--- src/rtl/cpu_pkg.sv ---
// Shared CPU defaults and the opcode-independent hazard-source record used by
// the issue-stage scoreboard.
package cpu_pkg;

    localparam int NUM_REGS_DEF     = 32;
    localparam int REG_W            = 5;
    localparam int MAX_INFLIGHT_DEF = 3;
    localparam int BRANCH_STALL_DEF = 1;

    typedef struct packed {
        logic [REG_W-1:0] rs1;
        logic             rs1_used;
        logic [REG_W-1:0] rs2;
        logic             rs2_used;
        logic [REG_W-1:0] rd;
        logic             wr;
        logic             is_branch;
    } hazard_src_t;

endpackage

--- src/rtl/pending_counter.sv ---
// Saturating up/down counter of outstanding writes to one architectural
// register; flags a decrement attempted at zero.
module pending_counter #(
    parameter int W   = 2,
    parameter int MAX = 3
) (
    input  logic         clk,
    input  logic         rst,
    input  logic         inc,
    input  logic         dec,
    output logic [W-1:0] count,
    output logic         underflow
);

    assign underflow = dec && !inc && (count == '0);

    // Simultaneous inc and dec cancel; both ends clamp instead of wrapping.
    always_ff @(posedge clk) begin
        if (rst) begin
            count <= '0;
        end else if (inc && !dec && (count != W'(MAX))) begin
            count <= count + 1'b1;
        end else if (dec && !inc && (count != '0)) begin
            count <= count - 1'b1;
        end
    end

endmodule

--- src/rtl/hazard_scoreboard.sv ---
// In-order issue scoreboard: per-register pending-write counters, in-flight
// occupancy, branch-pending tracking and a sticky protocol-error flag.
module hazard_scoreboard
    import cpu_pkg::*;
#(
    parameter int NUM_REGS     = cpu_pkg::NUM_REGS_DEF,
    parameter int REG_W        = cpu_pkg::REG_W,
    parameter int MAX_INFLIGHT = cpu_pkg::MAX_INFLIGHT_DEF,
    parameter int BRANCH_STALL = cpu_pkg::BRANCH_STALL_DEF
) (
    input  logic                              clk,
    input  logic                              rst,
    input  logic                              issue_valid,
    input  logic [REG_W-1:0]                  issue_rs1,
    input  logic [REG_W-1:0]                  issue_rs2,
    input  logic                              issue_rs1_used,
    input  logic                              issue_rs2_used,
    input  logic [REG_W-1:0]                  issue_rd,
    input  logic                              issue_wr,
    input  logic                              issue_is_branch,
    input  logic                              retire_valid,
    input  logic [REG_W-1:0]                  retire_rd,
    input  logic                              retire_wr,
    input  logic                              branch_resolve,
    output logic                              stall,
    output logic                              issue_fire,
    output logic [$clog2(MAX_INFLIGHT+1)-1:0] inflight,
    output logic                              err
);

    localparam int IW = $clog2(MAX_INFLIGHT + 1);
    typedef logic [IW-1:0] count_t;

    hazard_src_t          src;
    count_t               pend [NUM_REGS];
    logic [NUM_REGS-1:0]  under;
    logic [2**REG_W-1:0]  busy;
    count_t               inflight_q;
    logic                 branch_pending;
    logic                 err_q;
    logic                 inflight_under;
    logic                 resolve_err;

    assign src = '{rs1: issue_rs1, rs1_used: issue_rs1_used,
                   rs2: issue_rs2, rs2_used: issue_rs2_used,
                   rd: issue_rd, wr: issue_wr, is_branch: issue_is_branch};

    assign pend[0]  = '0;
    assign under[0] = 1'b0;

    genvar g;
    for (g = 1; g < NUM_REGS; g++) begin : g_pend
        pending_counter #(
            .W   (IW),
            .MAX (MAX_INFLIGHT)
        ) u_cnt (
            .clk       (clk),
            .rst       (rst),
            .inc       (issue_fire && src.wr && (src.rd == REG_W'(g))),
            .dec       (retire_valid && retire_wr && (retire_rd == REG_W'(g))),
            .count     (pend[g]),
            .underflow (under[g])
        );
    end

    // Addresses beyond NUM_REGS (and r0) never report a pending write.
    for (g = 0; g < 2**REG_W; g++) begin : g_busy
        if (g > 0 && g < NUM_REGS) begin : g_live
            assign busy[g] = (pend[g] != '0);
        end else begin : g_zero
            assign busy[g] = 1'b0;
        end
    end

    always_comb begin
        stall = 1'b0;
        if (issue_valid) begin
            stall = (src.rs1_used && busy[src.rs1])
                 || (src.rs2_used && busy[src.rs2])
                 || ((BRANCH_STALL != 0) && branch_pending)
                 || (inflight_q == IW'(MAX_INFLIGHT));
        end
    end

    assign issue_fire     = issue_valid && !stall;
    assign inflight_under = retire_valid && !issue_fire && (inflight_q == '0);
    assign resolve_err    = branch_resolve && !branch_pending;

    always_ff @(posedge clk) begin
        if (rst) begin
            inflight_q     <= '0;
            branch_pending <= 1'b0;
            err_q          <= 1'b0;
        end else begin
            if (issue_fire && !retire_valid && (inflight_q != IW'(MAX_INFLIGHT))) begin
                inflight_q <= inflight_q + 1'b1;
            end else if (retire_valid && !issue_fire && (inflight_q != '0)) begin
                inflight_q <= inflight_q - 1'b1;
            end

            if (issue_fire && src.is_branch) begin
                branch_pending <= 1'b1;
            end else if (branch_resolve) begin
                branch_pending <= 1'b0;
            end

            if ((|under) || inflight_under || resolve_err) begin
                err_q <= 1'b1;
            end
        end
    end

    assign inflight = inflight_q;
    assign err      = err_q;

endmodule

--- config.mk ---
export PLATFORM = sky130hd
export DESIGN_NAME = hazard_scoreboard
export DESIGN_NICKNAME = d
export VERILOG_FILES = /design/src/rtl/cpu_pkg.sv /design/src/rtl/pending_counter.sv /design/src/rtl/hazard_scoreboard.sv
export SDC_FILE = /design/constraint.sdc
export NUM_CORES = 1
export LEC_CHECK = 0
export ABC_CLOCK_PERIOD_IN_PS = 3750
export CAP_MARGIN = 25
export CORE_ASPECT_RATIO = 1.5
export CORE_MARGIN = 3
export CORE_UTILIZATION = 45
export DETAILED_ROUTE_END_ITERATION = 16
export PLACE_DENSITY = 0.65
export SYNTH_ARGS = -nofsm -noshare
export SYNTH_HDL_FRONTEND = slang
export SYNTH_SLANG_ARGS = --single-unit
--- constraint.sdc ---
create_clock -name clk -period 3.75 [get_ports clk]
set_clock_uncertainty 0.15 [all_clocks]
set_input_delay 0.9375 -clock clk [delete_from_list [all_inputs] [get_ports clk]]
set_output_delay 0.9375 -clock clk [all_outputs]
set_load 0.05 [all_outputs]
# ---- Word-level counts from Yosys, hierarchy flattened
# Index checks and enable logic that the tools add are counted.
dict set report word_totals {
  romBits 0
  n_memories 0
  regBits 66
  word_cells 664
  ram_bits 0
  latch_bits 0
  inputBits 30
}
dict set report classes {
  muxes 71
  div 0
  shifts 0
  n_bitwise 0
  addsub 64
  eq_ne 95
  reduce_logical 398
  magnitude_cmp 2
  multipliers 0
}
# operator n
set op_table {}
lappend op_table {{$logic_and 1x1->1} 229}
lappend op_table {{$eq 5x5->1 const B} 32}
lappend op_table {{$reduce_bool 2->1} 65}
lappend op_table {{$mux 2} 64}
lappend op_table {{$eq 5x4->1 const B} 16}
lappend op_table {{$logic_not 1->1} 66}
lappend op_table {{$add 2x1->2 const B} 32}
lappend op_table {{$logic_not 2->1} 32}
lappend op_table {{$ne 2x2->1 const B} 32}
lappend op_table {{$sub 2x1->2 const B} 32}
lappend op_table {{$eq 5x3->1 const B} 8}
lappend op_table {{$reduce_or 31->1} 1}
lappend op_table {{$eq 5x2->1 const B} 4}
lappend op_table {{$lt 5x6->1 const B} 2}
lappend op_table {{$bmux 1 s5} 2}
lappend op_table {{$eq 5x1->1 const B} 2}
lappend op_table {{$logic_or 1x1->1} 5}
lappend op_table {{$mux 1} 5}
lappend op_table {{$eq 2x2->1 const B} 1}

# ---- Logic depth before layout (Yosys ltp)
# Gate-level depths: netlist of run 1.
dict set report logic_depth {
  ltp_word 18
  depth_mapped 13
  depth_no_buf 11
}

# ---- Modules after synthesis
# From an unflattened synthesis of run 1, not the netlist that was laid out.
dict set report hier_totals {
  hier_cells 657
  hier_area_um2 5332.6
}
# module n_inst seq_area_each_um2 cells_per_inst area_each_um2
set modules_own_cells {}
lappend modules_own_cells {pending_counter 31 40.0 13 120.1}
lappend modules_own_cells {hazard_scoreboard 1 80.1 254 1609.0}

# ---- Worst setup path before layout of run 1
# OpenSTA, ideal clock, no wires.
dict set report synth_path {
  path_kind {input port to output port}
  from {in issue_rs1[1]}
  to {out stall}
  n_path_buf 1
  stages 6
  setup_slack_ns -0.410
  arrival_ns 3.072
  path_cell_list {clkbuf_1 > mux4_2 > mux2_2 > a2bb2oi_1 > and4_1 > nor2_1}
}
dict set report synth_between {
  elab_chain_len 7
}
# element line
set synth_lines {}
lappend synth_lines {{start: declaration} hazard_scoreboard.sv:14} ;# input logic [REG_W-1:0] issue_rs1,
lappend synth_lines {{$bmux 1 s5} hazard_scoreboard.sv:78} ;# stall = (src.rs1_used && busy[src.rs1])
lappend synth_lines {{$mux 1 (not written as such)} hazard_scoreboard.sv:78}
lappend synth_lines {{$logic_and 1x1->1} hazard_scoreboard.sv:78}
lappend synth_lines {{$logic_or 1x1->1} hazard_scoreboard.sv:79} ;# || (src.rs2_used && busy[src.rs2])
lappend synth_lines {{$logic_or 1x1->1} hazard_scoreboard.sv:80} ;# || ((BRANCH_STALL != 0) && branch_pending)
lappend synth_lines {{$logic_or 1x1->1} hazard_scoreboard.sv:81} ;# || (inflight_q == IW'(MAX_INFLIGHT));
lappend synth_lines {{$mux 1} hazard_scoreboard.sv:77} ;# if (issue_valid) begin
lappend synth_lines {{end: declaration} hazard_scoreboard.sv:25} ;# output logic stall,
# Every way passes these cells. The select of a mux whose other input is x is not followed.

# ---- Worst setup path after layout of run 1
dict set report layout_path {
  from {in issue_rs1[2]}
  to {out issue_fire}
}
dict set report layout_between {
  elab_chain_len 9
}
# element line
set layout_lines {}
lappend layout_lines {{$bmux 1 s5} hazard_scoreboard.sv:78}
lappend layout_lines {{$mux 1 (not written as such)} hazard_scoreboard.sv:78}
lappend layout_lines {{$logic_and 1x1->1} hazard_scoreboard.sv:78}
lappend layout_lines {{$logic_or 1x1->1} hazard_scoreboard.sv:79}
lappend layout_lines {{$logic_or 1x1->1} hazard_scoreboard.sv:80}
lappend layout_lines {{$logic_or 1x1->1} hazard_scoreboard.sv:81}
lappend layout_lines {{$mux 1} hazard_scoreboard.sv:77}
lappend layout_lines {{$logic_not 1->1} hazard_scoreboard.sv:85} ;# assign issue_fire = issue_valid && !stall;
lappend layout_lines {{$logic_and 1x1->1} hazard_scoreboard.sv:85}
lappend layout_lines {{end: declaration} hazard_scoreboard.sv:26} ;# output logic issue_fire,
# Every way passes these cells. The select of a mux whose other input is x is not followed.

==> key figures, run 1 <==
Cells and area
  • Final-layout fill cell count: 957
  • Fin area: 0.006357 mm^2
  • Area grow syn2layout: 32.56%
  • Most common cell after layout, fill and taps aside: buf_4
  • Most frequent cells in the layout: buf_4 (80), nor2_1 (75), o21ai_0 (70)
  • Share of cells above drive strength 1: 20.10%
  • Ant. Diodes: 0
  • Nets: 797

Worst setup path
  • Critical Path, Cell by Cell: buf_8, inv_4, mux4_2, a2111oi_4, a211o_2, and4_4, nand2_4, buf_6, inv_8, buf_12
  • Crit Path Max Fanout: 3
  • CP Capture Type: output port
  • CP max stage delay: 0.53 ns
  • Req. time, crit path: 2.66 ns
  • Crit Path Class: primary input to output port
  • Slowest-stage cell, CP: mux4_2
  • Crit-path leading delay family: compound AO/OA/AOI/OAI gates
  • CP Launch Point: issue_rs1[2]
  • Worst path buffer plus inverter count: 5
  • CP Data Arrival Time: 2.79 ns
  • Worst R2R Start: g_pend[12].u_cnt.count[0]
  • Critical Path Source Type: primary input

STA
  • Final hold vios: 0
  • Final setup violation count: 3
  • Worst setup margin: -0.1280 ns
  • Setup tns final: -0.1920 ns
  • Worst-Margin Slew: 0.6851 ns
  • Slew Viols, Final: 0
  • Minimum clock period: 3.878 ns
  • Final Cycle Share: 103.4%
  • Rel. slew slack: 54.33%
  • Fmax: 0.2579 GHz
  • RSZ-0062 raised after global routing: true

Global route
  • Initial antenna violation count: 0
  • Vias in the first global route: 5,537
  • GRT Util Overall: 29.51%
  • Total gr overflow: 0
  • Largest net degree at the start of global routing: 33
  • Global-route wire length before repair: 28,070 um

Clock network
  • H-tree levels: 3
  • CTS tree: done
  • Worst-Skew Late Latency: 0.35 ns
  • Clock sink count: 66
  • Worst-path clk slew: 0.06 ns
  • CTS root buf: clkbuf_16
  • Num CTS Buffers: 9
  • Clock Path Buffers: 2

Min path
  • Hold_sp: g_pend[13].u_cnt.count[0]
  • Class of the worst hold path: register to register

Die
  • Starting Density: 46.80%
  • Die area: 0.01196 mm^2
  • Num ports: 35
  • Die X: 90.29 um
  • # rows: 45
  • Core footprint: 0.01025 mm^2
  • Die height: 132.4 um

Run
  • Maxcap violations: 0

Synthesis
  • Synth Area per Inst: 7.234 um^2
  • Top_reg_cell synth: dfxtp_1
  • Post-synthesis xor/xnor area fraction: 0%
  • Post-synthesis adder-cell area fraction: 0%
  • Post-synth EDFFs: 0
  • Post-synthesis sequential area ratio: 27.55%
  • Yosys warning count: 0
  • Complex-gate fraction of the synthesized area: 30.68%
  • #FFs+latches synth: 66
  • Mux cell area share after synthesis: 5.453%
  • Post-synth ARST share: 0%
  • Largest family of logic cells by synthesized area: simple AND/OR/NAND/NOR gates
  • Library cells used by synthesis: 66
  • Post-Syn Nets: 693
  • Gate Count Post-Synth: 663
  • Mapped Area: 0.004796 mm^2
  • Post-synthesis simple-gate area fraction: 32.59%

Drt
  • Vias/cell: 6.458
  • DR vias: 5,890
  • DR iter-0 viols: 591
  • Final antenna-violating net count: 0
  • Length of the first detailed-routing pass in iterations: 6
  • WL/cell: 20.07 um
  • Total Wirelength: 18,300 um
  • DRC: 0

Power
  • Psw: 0.0005021 W
  • Leakage: 2.124 nW
  • Switching Share: 26.24%
  • Max VDD drop: 0.2101 mV
  • Clock power share: 45.9%
  • Comb pwr share: 16.8%
  • Sequential group share of total power: 37.3%
  • Power density over the cells: 301.1 mW/mm^2
  • Cell-internal power: 0.001412 W

Outcome
  • Outcome: complete, but fails checks
  • Failing checks: setup timing

Placement
  • Placed cell area: 0.005813 mm^2
  • Routability Congestion: 0.9930
  • Post-DP HPWL: 13,610 um
  • Number of port buffers: 34
[cell families (layout without fill, tap and decap cells)]
kind of cell | Yosys count | in the layout
buffers and inverters | 45 | 153
AOI/OAI and AO/OA | 231 | 231
muxes | 17 | 17
DFF | 66 | 66
and+or+nand+nor | 304 | 304
[cell type report]
cell class              count  area [um^2]  share of cell area [%]
repair buffers            121         1037                   16.32
flip-flops and latches     66         1321                   20.78
clock inverters             2        35.03                  0.5511
clock buffers              13        270.3                   4.251
multi-input cells         552         3441                   54.12
well taps                 141        176.4                   2.775
inverters                  17        76.32                   1.201
[Yosys cell counts, types with 9 or more instances]
cell type   n  area (um^2)
clkbuf_1   24        90.09
o211ai_1    9        67.56
nor3_1     42        210.2
inv_1      15        56.30
nand3_1    19        95.09
nand2b_1   17        106.4
o21ai_0    73        365.4
or3_1      14        87.58
nor2_1     76        285.3
a211oi_1   15        112.6
nand2_1    65        244.0
a21oi_1    49        245.2
nand3b_1   16        120.1
dfxtp_1    66         1321
a31oi_1    21        131.4
[routing by layer]
| metal | up-vias | part of all wire, % | wire length [um] | track usage [%] |
|---|---|---|---|---|
| li1 | 2711 | - | - | - |
| met1 | 2801 | 38 | 7026 | 33.12 |
| met2 | 299 | 48 | 8844 | 51.10 |
| met3 | 79 | 8.2 | 1504 | 7.224 |
| met4 | 0 | 5.1 | 928 | 16.01 |
| met5 | - | 0 | 0 | 0 |
[worst register-to-register path: stages (launching register included)]
cell	delay, ns
dfxtp_1	0.33
or2_0	0.34
mux4_2	0.55
a2111oi_4	0.38
a211o_2	0.17
buf_4	0.11
nand4_4	0.12
or4_4	0.55
o211ai_1	0.30
o2111a_1	0.27
and3_1	0.18
a41oi_1	0.12
[power by group through the flow]
| stage | clock, W | sequential (W) | combinational [W] |
|---|---|---|---|
| floorplan | 0 | 0.000734 | 0.000132 |
| global placement | 0 | 0.000728 | 0.000278 |
| detailed placement | 0 | 0.000728 | 0.000280 |
| CTS | 0.000891 | 0.000713 | 0.000299 |
| global route | 0.000920 | 0.000713 | 0.000337 |
| finish | 0.000879 | 0.000713 | 0.000322 |
[sequential cells by signal, summed over array words and instances, names as in the netlist]
name                cells
branch_pending          1
err                     1
g_pend.u_cnt.count     62
inflight                2
[worst paths after layout]
path	cells after the start	to	slack, ns
setup reg to reg	11	err	0.04
setup / recovery	10	issue_fire	-0.13
hold reg to reg	1	g_pend[13].u_cnt.count[0]	0.32
hold / removal	1	g_pend[13].u_cnt.count[0]	0.32
[per-stage QoR]
step	total power, W	hold slack (ns)	instances	util (%)	setup WS [ns]
after floorplan	0.0008657	0.2754	663	-	0.02758
after global routing	0.001970	0.3468	912	62.04	-0.1646
final	0.001914	0.3206	912	62.04	-0.1280
after global placement	0.001006	0.3006	885	56.73	-0.7125
after CTS	0.001903	0.3148	906	60.83	-0.09721
after detailed placement	0.001008	0.3033	885	56.73	-0.7655
[timing repair]
action / 4_1_cts / 5_1_grt
endpoints found under the hold margin: 0 / 0
endpoints found under the setup margin: 41 / 7
pin swaps: 6 / 8
hold buffers: 0 / 0
cloned: 2 / 0
setup buffers: 4 / 6
gates resized for setup: 45 / 25
Note: power is estimated with default switching activity, not from simulation.
==> run 2: changes to the inputs <==
CELL_PAD_IN_SITES_DETAIL_PLACEMENT = 1   (was not set)
CELL_PAD_IN_SITES_GLOBAL_PLACEMENT = 2   (was not set)
CORE_UTILIZATION = 28   (was 45)
PLACE_DENSITY = 0.69   (was 0.65)
==> run 2 against run 1 <==
The flow still finishes with violations (setup timing); non-clock buffer count is 13 higher; sequential cell count unchanged; final cell count up 9.1%; register-to-register slack better by 0.04 ns; design area grew 1.8%; first-iteration DRC count shrank 55%; count of clock-buffer cells in the layout decreased by 3; critical path depth unchanged; power grew 0.59%; routed wire length grew 16%; sequential power hardly changed.
==> key figures, run 2 (synthesis results as in run 1) <==
Outcome
  • Outcome: complete, but fails checks
  • Failing checks: setup timing

STA
  • Final setup violation count: 2 (-1)
  • Worst-Margin Slew: 0.7109 ns (+0.02575 ns)
  • Slew Viols, Final: 0 (unchanged)
  • Hold WS: 0.3084 ns (-0.01215 ns)
  • Fmax: 0.2613 GHz (+1.3%)
  • Worst setup margin: -0.07716 ns (+0.05082 ns)
  • Minimum clock period: 3.827 ns (-0.05082 ns)
  • Setup tns final: -0.1007 ns (+0.09130 ns)
  • Final Cycle Share: 102.1% (-1.4 points)
  • Final hold vios: 0 (unchanged)
  • Rel. slew slack: 52.61% (-1.7 points)
  • RSZ-0062 raised after global routing: true

Global route
  • Largest net degree at the start of global routing: 36 (+9.1%)
  • Vias in the first global route: 6,129 (+11%)
  • Initial antenna violation count: 0 (unchanged)
  • Global-route wire length before repair: 33,510 um (+19%)
  • GRT Util Overall: 22.85% (-6.7 points)
  • Total gr overflow: 0 (unchanged)

Clock network
  • Worst-Skew Late Latency: 0.34 ns (about the same)
  • Worst-path clk slew: 0.06 ns (about the same)
  • CTS root buf: clkbuf_16
  • Clock sink count: 66 (unchanged)
  • CTS tree: done
  • H-tree levels: 3 (unchanged)
  • Clock Path Buffers: 2 (unchanged)
  • Hold Buf Count CTS: 0 (unchanged)
  • Num CTS Buffers: 9 (unchanged)

Worst setup path
  • Crit Path Max Fanout: 4 (+1)
  • Critical Path Source Type: primary input
  • Crit Path Class: primary input to output port
  • CP Capture Type: output port
  • CP Data Arrival Time: 2.74 ns (-0.05 ns)
  • Req. time, crit path: 2.66 ns (about the same)

Die
  • Core footprint: 0.01676 mm^2 (+64%)
  • Starting Density: 28.61% (-18 points)
  • Num ports: 35 (unchanged)
  • Die height: 166.3 um (+26%)
  • Die X: 112.9 um (+25%)
  • # rows: 58 (+29%)
  • Die area: 0.01877 mm^2 (+57%)

Power
  • Switching Share: 28.19% (+2.0 points)
  • Leakage: 2.164 nW (+1.9%)
  • Psw: 0.0005427 W (+8.1%)
  • Sequential group share of total power: 37.0% (-0.3 points)
  • Max VDD drop: 0.1624 mV (-23%)
  • Clock power share: 46.0% (about the same)
  • Power density over the cells: 297.5 mW/mm^2 (-1.2%)
  • Comb pwr share: 16.9% (about the same)
  • Cell-internal power: 0.001383 W (-2.1%)

Drt
  • Total Wirelength: 21,310 um (+16%)
  • DR iter-0 viols: 268 (-55%)
  • Final antenna-violating net count: 0 (unchanged)
  • DR vias: 5,727 (-2.8%)
  • Length of the first detailed-routing pass in iterations: 4 (-2)
  • WL/cell: 21.42 um (+6.7%)
  • Vias/cell: 5.756 (-11%)
  • DRC: 0 (unchanged)

Placement
  • Placed cell area: 0.006007 mm^2 (+3.3%)
  • Post-DP HPWL: 16,960 um (+25%)
  • Routability Congestion: 0.9273 (-6.6%)
  • Number of port buffers: 34 (unchanged)
  • Placed insts: 970 (+9.6%)

Cells and area
  • Max FFs per register: 62 (unchanged)
  • Fin area: 0.006471 mm^2 (+1.8%)
  • Most common cell after layout, fill and taps aside: buf_4
  • Nets: 810 (+1.6%)
  • Share of cells above drive strength 1: 21.53% (+1.4 points)
  • Largest register by flop count: g_pend.u_cnt.count
  • Ant. Diodes: 0 (unchanged)
  • Area grow syn2layout: 34.93%
  • Final cell count without fillers: 995 (+9.1%)
  • Most frequent cells in the layout: buf_4 (95), nor2_1 (75), o21ai_0 (70)

Min path
  • Class of the worst hold path: register to register

Run
  • Maxcap violations: 0 (unchanged)
run 2: cell types whose count changed in the layout (fill, tap and decap cells not counted), sizes merged, moves of 2 or more:
cell / previous run / this run
buf: 95 / 108
clkinvlp: 0 / 3
dlymetal6s2s: 0 / 2
clkbuf: 15 / 11
clkdlybuf4s50: 21 / 19
run 2: critical path, cell delays in order:
cell	delay, ns
buf_8	0.10
inv_4	0.04
mux4_2	0.52
a2111oi_4	0.31
a211o_2	0.17
and4_4	0.27
nand2_4	0.07
buf_6	0.13
inv_8	0.05
buf_12	0.12
run 2: worst paths after layout:
| path | start | slack, ns | cells after the start | end |
|---|---|---|---|---|
| hold reg to reg | g_pend[13].u_cnt.count[0] | 0.31 | 1 | g_pend[13].u_cnt.count[0] |
| setup / recovery | issue_rs1[2] | -0.08 | 10 | issue_fire |
| setup reg to reg | g_pend[12].u_cnt.count[0] | 0.08 | 11 | err |
| hold / removal | g_pend[13].u_cnt.count[0] | 0.31 | 1 | g_pend[13].u_cnt.count[0] |
run 2: timing repair:
item / CTS / global route
setup endpoints to repair: 56 / 6
buffers inserted: 4 / 4
pin swaps: 8 / 5
gates cloned: 1 / 0
gates resized for setup: 53 / 18
run 2: power groups by stage:
| stage | Combinational (W) | Sequential (W) | Clock, W |
|---|---|---|---|
| finish | 0.000326 | 0.000713 | 0.000886 |
| global route | 0.000349 | 0.000714 | 0.000937 |
| CTS | 0.000318 | 0.000713 | 0.000910 |
| detailed placement | 0.000302 | 0.000729 | 0 |
| global placement | 0.000298 | 0.000729 | 0 |
| floorplan | 0.000132 | 0.000734 | 0 |
run 2: layer usage:
metal,routed length (um),vias to the layer above,part of all wire [%],global-route usage (%)
met1,8540,2785,40,25.32
met3,681,59,3.2,3.500
met2,10730,132,50,40.22
li1,-,2751,-,-
met5,0,-,0,0
met4,1360,0,6.4,14.07
run 2: through the flow:
step	util, %	power, W	setup WS [ns]
finish	38.60	0.001925	-0.07716
CTS	38.27	0.001940	-0.1280
detailed placement	35.83	0.001031	-0.8364
global placement	35.83	0.001027	-0.8653
floorplan	-	0.0008657	0.02758
global route	38.60	0.002000	-0.1313
run 2: layout make-up:
cell class / count / area (um^2)
flip-flops and latches: 66 / 1321
well taps: 210 / 262.8
fillers: 2062 / 10290
clock buffers: 10 / 239.0
inverters: 17 / 76.32
repair buffers: 134 / 1126
multi-input cells: 552 / 3379
clock inverters: 6 / 66.31
